## src/rtl/ram_arbiter_2p_pkg.sv

```systemverilog
// Shared definitions for the two-port RAM arbiter: lock-owner encoding and
// the sizing rule for the burst counter.
package ram_arb_pkg;

    typedef enum logic [1:0] {
        OWN_NONE = 2'd0,
        OWN_P0   = 2'd1,
        OWN_P1   = 2'd2
    } owner_e;

    // The counter must be able to hold the value MAX_BURST itself
    function automatic int burst_cnt_width(input int max_burst);
        return $clog2(max_burst) + 1;
    endfunction

endpackage

```

## src/rtl/ram_arbiter_2p_rr_lock_arb.sv

```systemverilog
// Round-robin grant logic with optional per-port burst lock and a burst
// limit that forces a handoff when the other port keeps requesting.
module rr_lock_arb #(
    parameter int MAX_BURST = 4
) (
    input  logic clk,
    input  logic rst_n,
    input  logic req0,
    input  logic req1,
    input  logic lock0,
    input  logic lock1,
    output logic gnt0,
    output logic gnt1
);
    import ram_arb_pkg::*;

    localparam int            CW      = burst_cnt_width(MAX_BURST);
    localparam logic [CW-1:0] MAX_CNT = CW'(MAX_BURST);

    logic          last_winner_q, last_winner_d;
    owner_e        lock_owner_q, lock_owner_d;
    logic [CW-1:0] burst_cnt_q, burst_cnt_d;
    logic          req0_v, req1_v;
    owner_e        win_own;
    logic          win_lock;
    logic          other_req;

    // Grant decision: single requester wins, else honour a live lock, else alternate
    always_comb begin
        req0_v = req0 & rst_n;
        req1_v = req1 & rst_n;
        gnt0   = 1'b0;
        gnt1   = 1'b0;
        if (req0_v && !req1_v) begin
            gnt0 = 1'b1;
        end else if (req1_v && !req0_v) begin
            gnt1 = 1'b1;
        end else if (req0_v && req1_v) begin
            if (lock_owner_q == OWN_P0 && burst_cnt_q < MAX_CNT) begin
                gnt0 = 1'b1;
            end else if (lock_owner_q == OWN_P1 && burst_cnt_q < MAX_CNT) begin
                gnt1 = 1'b1;
            end else if (last_winner_q) begin
                gnt0 = 1'b1;
            end else begin
                gnt1 = 1'b1;
            end
        end
    end

    // Next state for round-robin pointer, lock owner and burst length
    always_comb begin
        last_winner_d = last_winner_q;
        lock_owner_d  = lock_owner_q;
        burst_cnt_d   = burst_cnt_q;
        win_own       = gnt1 ? OWN_P1 : OWN_P0;
        win_lock      = gnt1 ? lock1 : lock0;
        other_req     = gnt1 ? req0_v : req1_v;
        if (gnt0 || gnt1) begin
            last_winner_d = gnt1;
            if (!win_lock) begin
                lock_owner_d = OWN_NONE;
                burst_cnt_d  = '0;
            end else if (lock_owner_q == win_own) begin
                lock_owner_d = win_own;
                if (other_req) begin
                    burst_cnt_d = burst_cnt_q + 1'b1;
                end
            end else begin
                lock_owner_d = win_own;
                burst_cnt_d  = CW'(1);
            end
            if (lock_owner_d != OWN_NONE && burst_cnt_d >= MAX_CNT) begin
                lock_owner_d = OWN_NONE;
                burst_cnt_d  = '0;
            end
        end else begin
            lock_owner_d = OWN_NONE;
            burst_cnt_d  = '0;
        end
    end

    // Arbitration state register; port0 wins the first tie after reset
    always_ff @(posedge clk or negedge rst_n) begin
        if (!rst_n) begin
            last_winner_q <= 1'b1;
            lock_owner_q  <= OWN_NONE;
            burst_cnt_q   <= '0;
        end else begin
            last_winner_q <= last_winner_d;
            lock_owner_q  <= lock_owner_d;
            burst_cnt_q   <= burst_cnt_d;
        end
    end

endmodule

```

## src/rtl/ram_arbiter_2p.sv

```systemverilog
// Two-master front end for a single-port synchronous RAM: command mux with
// zero added latency and a one-cycle read-valid pipeline per port.
module ram_arbiter_2p #(
    parameter int AW        = 13,
    parameter int DW        = 32,
    parameter int MAX_BURST = 4
) (
    input  logic            CLK,
    input  logic            RSTn,
    input  logic            REQ0,
    input  logic            REQ1,
    input  logic            LOCK0,
    input  logic            LOCK1,
    input  logic [DW/8-1:0] WE0,
    input  logic [DW/8-1:0] WE1,
    input  logic [AW-1:0]   A0,
    input  logic [AW-1:0]   A1,
    input  logic [DW-1:0]   Di0,
    input  logic [DW-1:0]   Di1,
    output logic            ACK0,
    output logic            ACK1,
    output logic            RVALID0,
    output logic            RVALID1,
    output logic [DW-1:0]   Do,
    output logic            RAM_EN,
    output logic [DW/8-1:0] RAM_WE,
    output logic [AW-1:0]   RAM_A,
    output logic [DW-1:0]   RAM_Di,
    input  logic [DW-1:0]   RAM_Do
);
    import ram_arb_pkg::*;

    logic          gnt0, gnt1;
    logic [AW-1:0] ram_a_q, ram_a_d;
    logic [DW-1:0] ram_di_q, ram_di_d;
    logic          rd_pend0_q, rd_pend0_d;
    logic          rd_pend1_q, rd_pend1_d;

    rr_lock_arb #(
        .MAX_BURST(MAX_BURST)
    ) u_arb (
        .clk  (CLK),
        .rst_n(RSTn),
        .req0 (REQ0),
        .req1 (REQ1),
        .lock0(LOCK0),
        .lock1(LOCK1),
        .gnt0 (gnt0),
        .gnt1 (gnt1)
    );

    // Route the winner's command to the RAM; address and data hold when idle
    always_comb begin
        RAM_EN = 1'b0;
        RAM_WE = '0;
        RAM_A  = ram_a_q;
        RAM_Di = ram_di_q;
        if (gnt0) begin
            RAM_EN = 1'b1;
            RAM_WE = WE0;
            RAM_A  = A0;
            RAM_Di = Di0;
        end else if (gnt1) begin
            RAM_EN = 1'b1;
            RAM_WE = WE1;
            RAM_A  = A1;
            RAM_Di = Di1;
        end
    end

    // Capture the driven command fields and flag granted reads for return
    always_comb begin
        ram_a_d    = RAM_A;
        ram_di_d   = RAM_Di;
        rd_pend0_d = gnt0 && (WE0 == '0);
        rd_pend1_d = gnt1 && (WE1 == '0);
    end

    // Held command fields and read-valid flags; reset discards pending reads
    always_ff @(posedge CLK or negedge RSTn) begin
        if (!RSTn) begin
            ram_a_q    <= '0;
            ram_di_q   <= '0;
            rd_pend0_q <= 1'b0;
            rd_pend1_q <= 1'b0;
        end else begin
            ram_a_q    <= ram_a_d;
            ram_di_q   <= ram_di_d;
            rd_pend0_q <= rd_pend0_d;
            rd_pend1_q <= rd_pend1_d;
        end
    end

    assign ACK0    = gnt0;
    assign ACK1    = gnt1;
    assign RVALID0 = rd_pend0_q;
    assign RVALID1 = rd_pend1_q;
    assign Do      = RAM_Do;

endmodule

```

## config.mk

```make
export PLATFORM = sky130hd
export DESIGN_NAME = ram_arbiter_2p
export DESIGN_NICKNAME = d
export VERILOG_FILES = /design/src/rtl/ram_arbiter_2p_pkg.sv /design/src/rtl/ram_arbiter_2p_rr_lock_arb.sv /design/src/rtl/ram_arbiter_2p.sv
export SDC_FILE = /design/constraint.sdc
export NUM_CORES = 1
export LEC_CHECK = 0
export BUFFER_PORTS_ARGS = -buffer_cell sky130_fd_sc_hd__buf_2
export CAP_MARGIN = 40
export CORE_UTILIZATION = 46
export DETAILED_ROUTE_END_ITERATION = 6
export PLACE_DENSITY = 0.87
export SYNTH_ARGS = -nofsm -noshare
export SYNTH_HDL_FRONTEND = slang
export SYNTH_SLANG_ARGS = --single-unit
export TNS_END_PERCENT = 100
```

## constraint.sdc

```tcl
create_clock -name CLK -period 4.5 [get_ports CLK]
set_input_delay 0.675 -clock CLK [delete_from_list [all_inputs] [get_ports CLK]]
set_output_delay 0.675 -clock CLK [all_outputs]
set_load 0.01 [all_outputs]
```

==> qor.csv <==
stage,metric,value,unit
logic_synthesis,Synth Flop Type,dfrtp_1,
drt,Residual DRC,0,
power_and_ir_drop,Peak VDD IR,0.1557,mV
logic_synthesis,"Avg Cell Area, Syn",8.968,um^2
floorplanning,# rows,30,
place,Port Buffers,157,
setup_path,Critical Path AT,2.92,ns
drt,via-per-instance ratio,6.149,
sta,Max transition margin,50.46,%
drt,post-route ant nets,0,
setup_path,CP max stage delay,0.73,ns
clock_network,CTS-repair resized insts,0,
logic_synthesis,async set or reset register ratio after synthesis,100.0,%
setup_path,Critical Path RT,3.83,ns
clock_network,Clock Root Buffer,clkbuf_8,
clock_network,# clock sinks,53,
sta,hold_ws,0.2388,ns
drt,routed vias,3456,
logic_synthesis,Synth Area in XOR/XNOR,0.2640,%
job,Max-cap violations,0,
drt,routed length per instance,17.36,um
logic_synthesis,Synth Area in Compound Gates,32.77,%
power_and_ir_drop,pwr dens,347.6,nW/um^2
clock_network,Clock Latency Late Sink,0.30,ns
hold_path,worst min-delay path class,in2async,
power_and_ir_drop,Int Power,0.0008974,W
power_and_ir_drop,LEAKAGE,1.718,nW
global_route,Total GRT Usage,25.69,%
clock_network,clock buffer count from CTS,5,
setup_path,"critical path, cell by cell",buf_2 > nand2_1 > and2b_1 > buf_12 > nand3_1 > a31oi_1 > buf_2,
floorplanning,Die H,86.93,um
final_layout,design area,3979,um^2
final_layout,fraction of layout instances using a drive strength above 1,39.48,%
global_route,largest net degree at the start of global routing,48,
sta,fin. max-slew vios,0,
setup_path,Crit. Startpoint,REQ1,
place,Final HPWL DP,6537,um
place,Final GP Congestion,0.8143,
setup_path,CP max stage cell,and2b_1,
sta,Setup TNS,0,ns
floorplanning,Die Wd,86.93,um
outcome,status,"complete, no violations",
clock_network,Clock transition at path regs,0.09,ns
place,Placed Instances,554,
drt,first drt pass iteration count,4,
clock_network,Max clock buf depth,2,
sta,fmax,278.4,MHz
floorplanning,DIE AREA,7557,um^2
setup_path,worst r2r src,u_arb.burst_cnt_q[2],
logic_synthesis,cell count after synthesis,370,
logic_synthesis,post-synthesis mux area share,0,%
final_layout,nets,602,
setup_path,Setup crit start kind,primary input,
setup_path,Crit Path Max Fanout,33,
global_route,initial antenna violation count,0,
logic_synthesis,register area share after synthesis,40.01,%
logic_synthesis,simple-gate share of the synthesized area,11.20,%
final_layout,Ant. Diodes,0,
floorplanning,core area,6869,um^2
setup_path,Setup CP Type,in2out,
sta,final setup fails,0,
logic_synthesis,synth unique cells,42,
place,Placement Cell Area,3877,um^2
logic_synthesis,"EDFF count, synth",0,
logic_synthesis,syn_nets,507,
setup_path,"most used cell, CP",buf_2,
clock_network,Post-CTS Hold Buffers,0,
setup_path,CP endpoint kind,primary output,
drt,Detailed Route Iter0 Violations,254,
logic_synthesis,Post-Syn Area,3318,um^2
sta,Slew @ Worst Pin,0.7431,ns
logic_synthesis,synthesized flop and latch total,53,
floorplanning,Initial Utilization,48.31,%
clock_network,"Setup Fix Bufs, Post-CTS",0,
clock_network,CTS tree,yes,
power_and_ir_drop,sw frac,35.12,%
global_route,first-pass GRT wire length,15350,um
sta,RSZ-0062 raised after global routing,no,
final_layout,final cell count without fillers,562,
sta,Fin. Hold Viols,0,
logic_synthesis,largest family of logic cells by synthesized area,compound AO/OA/AOI/OAI gates,
drt,DRT Wirelength,9755,um
power_and_ir_drop,clock share of power,21.1,%
logic_synthesis,Ys Warns,0,
floorplanning,Boundary Pins,222,
clock_network,Clock H-tree levels,2,
logic_synthesis,adder-cell share of the synthesized area,0.3771,%
power_and_ir_drop,sequential share of power,43.2,%
global_route,GRT overflow,0,
power_and_ir_drop,net switching power,0.0004857,W
final_layout,fillers,649,
sta,Final period util,79.82,%
sta,post-layout min period,3.592,ns
sta,final setup skew,0.005880,ns
power_and_ir_drop,Comb power frac,35.7,%
final_layout,Layout area overhead,19.91,%
global_route,vias in the first global route,3355,
-- through the flow --
step / worst slack (ns) / util (%) / power (W)
finish: 0.9083 / 57.92 / 0.001383
global route: 0.7202 / 57.92 / 0.001464
CTS: 0.9113 / 57.92 / 0.001390
detailed placement: 0.9162 / 56.45 / 0.001098
global placement: 1.018 / 56.16 / 0.001077
floorplan: 1.999 / - / 0.0009182
-- worst paths after layout --
kind | end | depth (start not counted) | slack, ns
min reg2reg | ram_di_q[9] | 2 | 0.57
max in group asynchronous | ram_di_q[1] | 2 | 3.36
max reg2reg | ram_di_q[6] | 5 | 2.21
max | RAM_Di[20] | 7 | 0.91
min | u_arb.lock_owner_q[1] | 1 | 0.24
min in group CLK | ram_di_q[9] | 2 | 0.57
-- metal layers --
metal,up-vias,GRT usage (%),share of wire [%]
met5,-,0,0
met4,0,8.939,0.86
met3,9,4.834,7.5
met2,196,45.03,50
met1,1649,31.61,42
li1,1602,-,-
-- power groups by stage --
stage | Clock [W] | Sequential, W | Combinational (W)
after floorplan | 0 | 0.000594 | 0.000325
after CTS | 0.000299 | 0.000597 | 0.000494
after global routing | 0.000316 | 0.000607 | 0.000541
after global placement | 0 | 0.000601 | 0.000476
final | 0.000291 | 0.000598 | 0.000494
after detailed placement | 0 | 0.000606 | 0.000491
-- sequential cells by signal, summed over array words and instances, names as in the netlist --
register             cells
RVALID0                  1
ram_a_q                 13
ram_di_q                32
u_arb.burst_cnt_q        3
u_arb.lock_owner_q       2
RVALID1                  1
u_arb.last_winner_q      1
-- placed cells by master, fill, tap and decap left out, types with 2 or more instances in the layout --
master,Yosys,routed
o21ai_4,0,3
o21ai_1,4,2
or4_1,2,2
o21a_1,2,2
a31oi_1,45,45
and2b_1,2,2
o21ai_0,46,45
nand3_1,49,49
nand2_1,3,3
nor3_1,2,2
a311oi_1,46,46
or3_1,2,2
buf_12,0,2
dfrtp_1,52,52
clkbuf_8,0,7
buf_4,37,9
a22o_1,4,4
and3_1,2,2
inv_1,5,5
buf_2,21,157
nor2_1,2,2
-- worst max-delay path: cells and delay by family --
family	cells	cell delay [ns]
simple gates	3	1.02
buf+inv	3	0.92
compound gates	1	0.27
-- synth_stat cells (2+ instances only) --
cell type / n / share of area, %
or3_1: 2 / 0.38
o21ai_0: 46 / 6.9
or4_1: 2 / 0.45
clkbuf_1: 19 / 2.1
and2b_1: 2 / 0.45
nand3_1: 49 / 7.4
o21a_1: 2 / 0.45
nor2_1: 2 / 0.23
buf_4: 37 / 8.4
a31oi_1: 45 / 8.5
nor3_1: 2 / 0.30
inv_1: 5 / 0.57
a311oi_1: 46 / 12
nand2_1: 3 / 0.34
o21ai_1: 4 / 0.60
a22o_1: 4 / 1.1
and3_1: 2 / 0.38
buf_2: 21 / 3.2
dfrtp_1: 52 / 39
buf_6: 3 / 1.0
-- cells by family after synthesis --
| logic type | after synthesis |
|---|---|
| AO/OA/AOI/OAI | 159 |
| buffers and inverters | 85 |
| AND/OR/NAND/NOR | 70 |
| flip-flops | 53 |
| XOR/XNOR | 1 |
| adder cells (fa/ha/maj) | 1 |
| other | 1 |
-- layout make-up --
| class | instances | area [um^2] | share of cell area (%) |
|---|---|---|---|
| multi-input cells | 232 | 1518 | 38.14 |
| flip-flops and latches | 53 | 1328 | 33.36 |
| repair buffers | 168 | 893.4 | 22.45 |
| well taps | 96 | 120.1 | 3.019 |
| clock buffers | 7 | 96.34 | 2.421 |
| inverters | 5 | 18.77 | 0.4717 |
| clock inverters | 1 | 5.005 | 0.1258 |
Note: power is estimated with default switching activity, not from simulation.
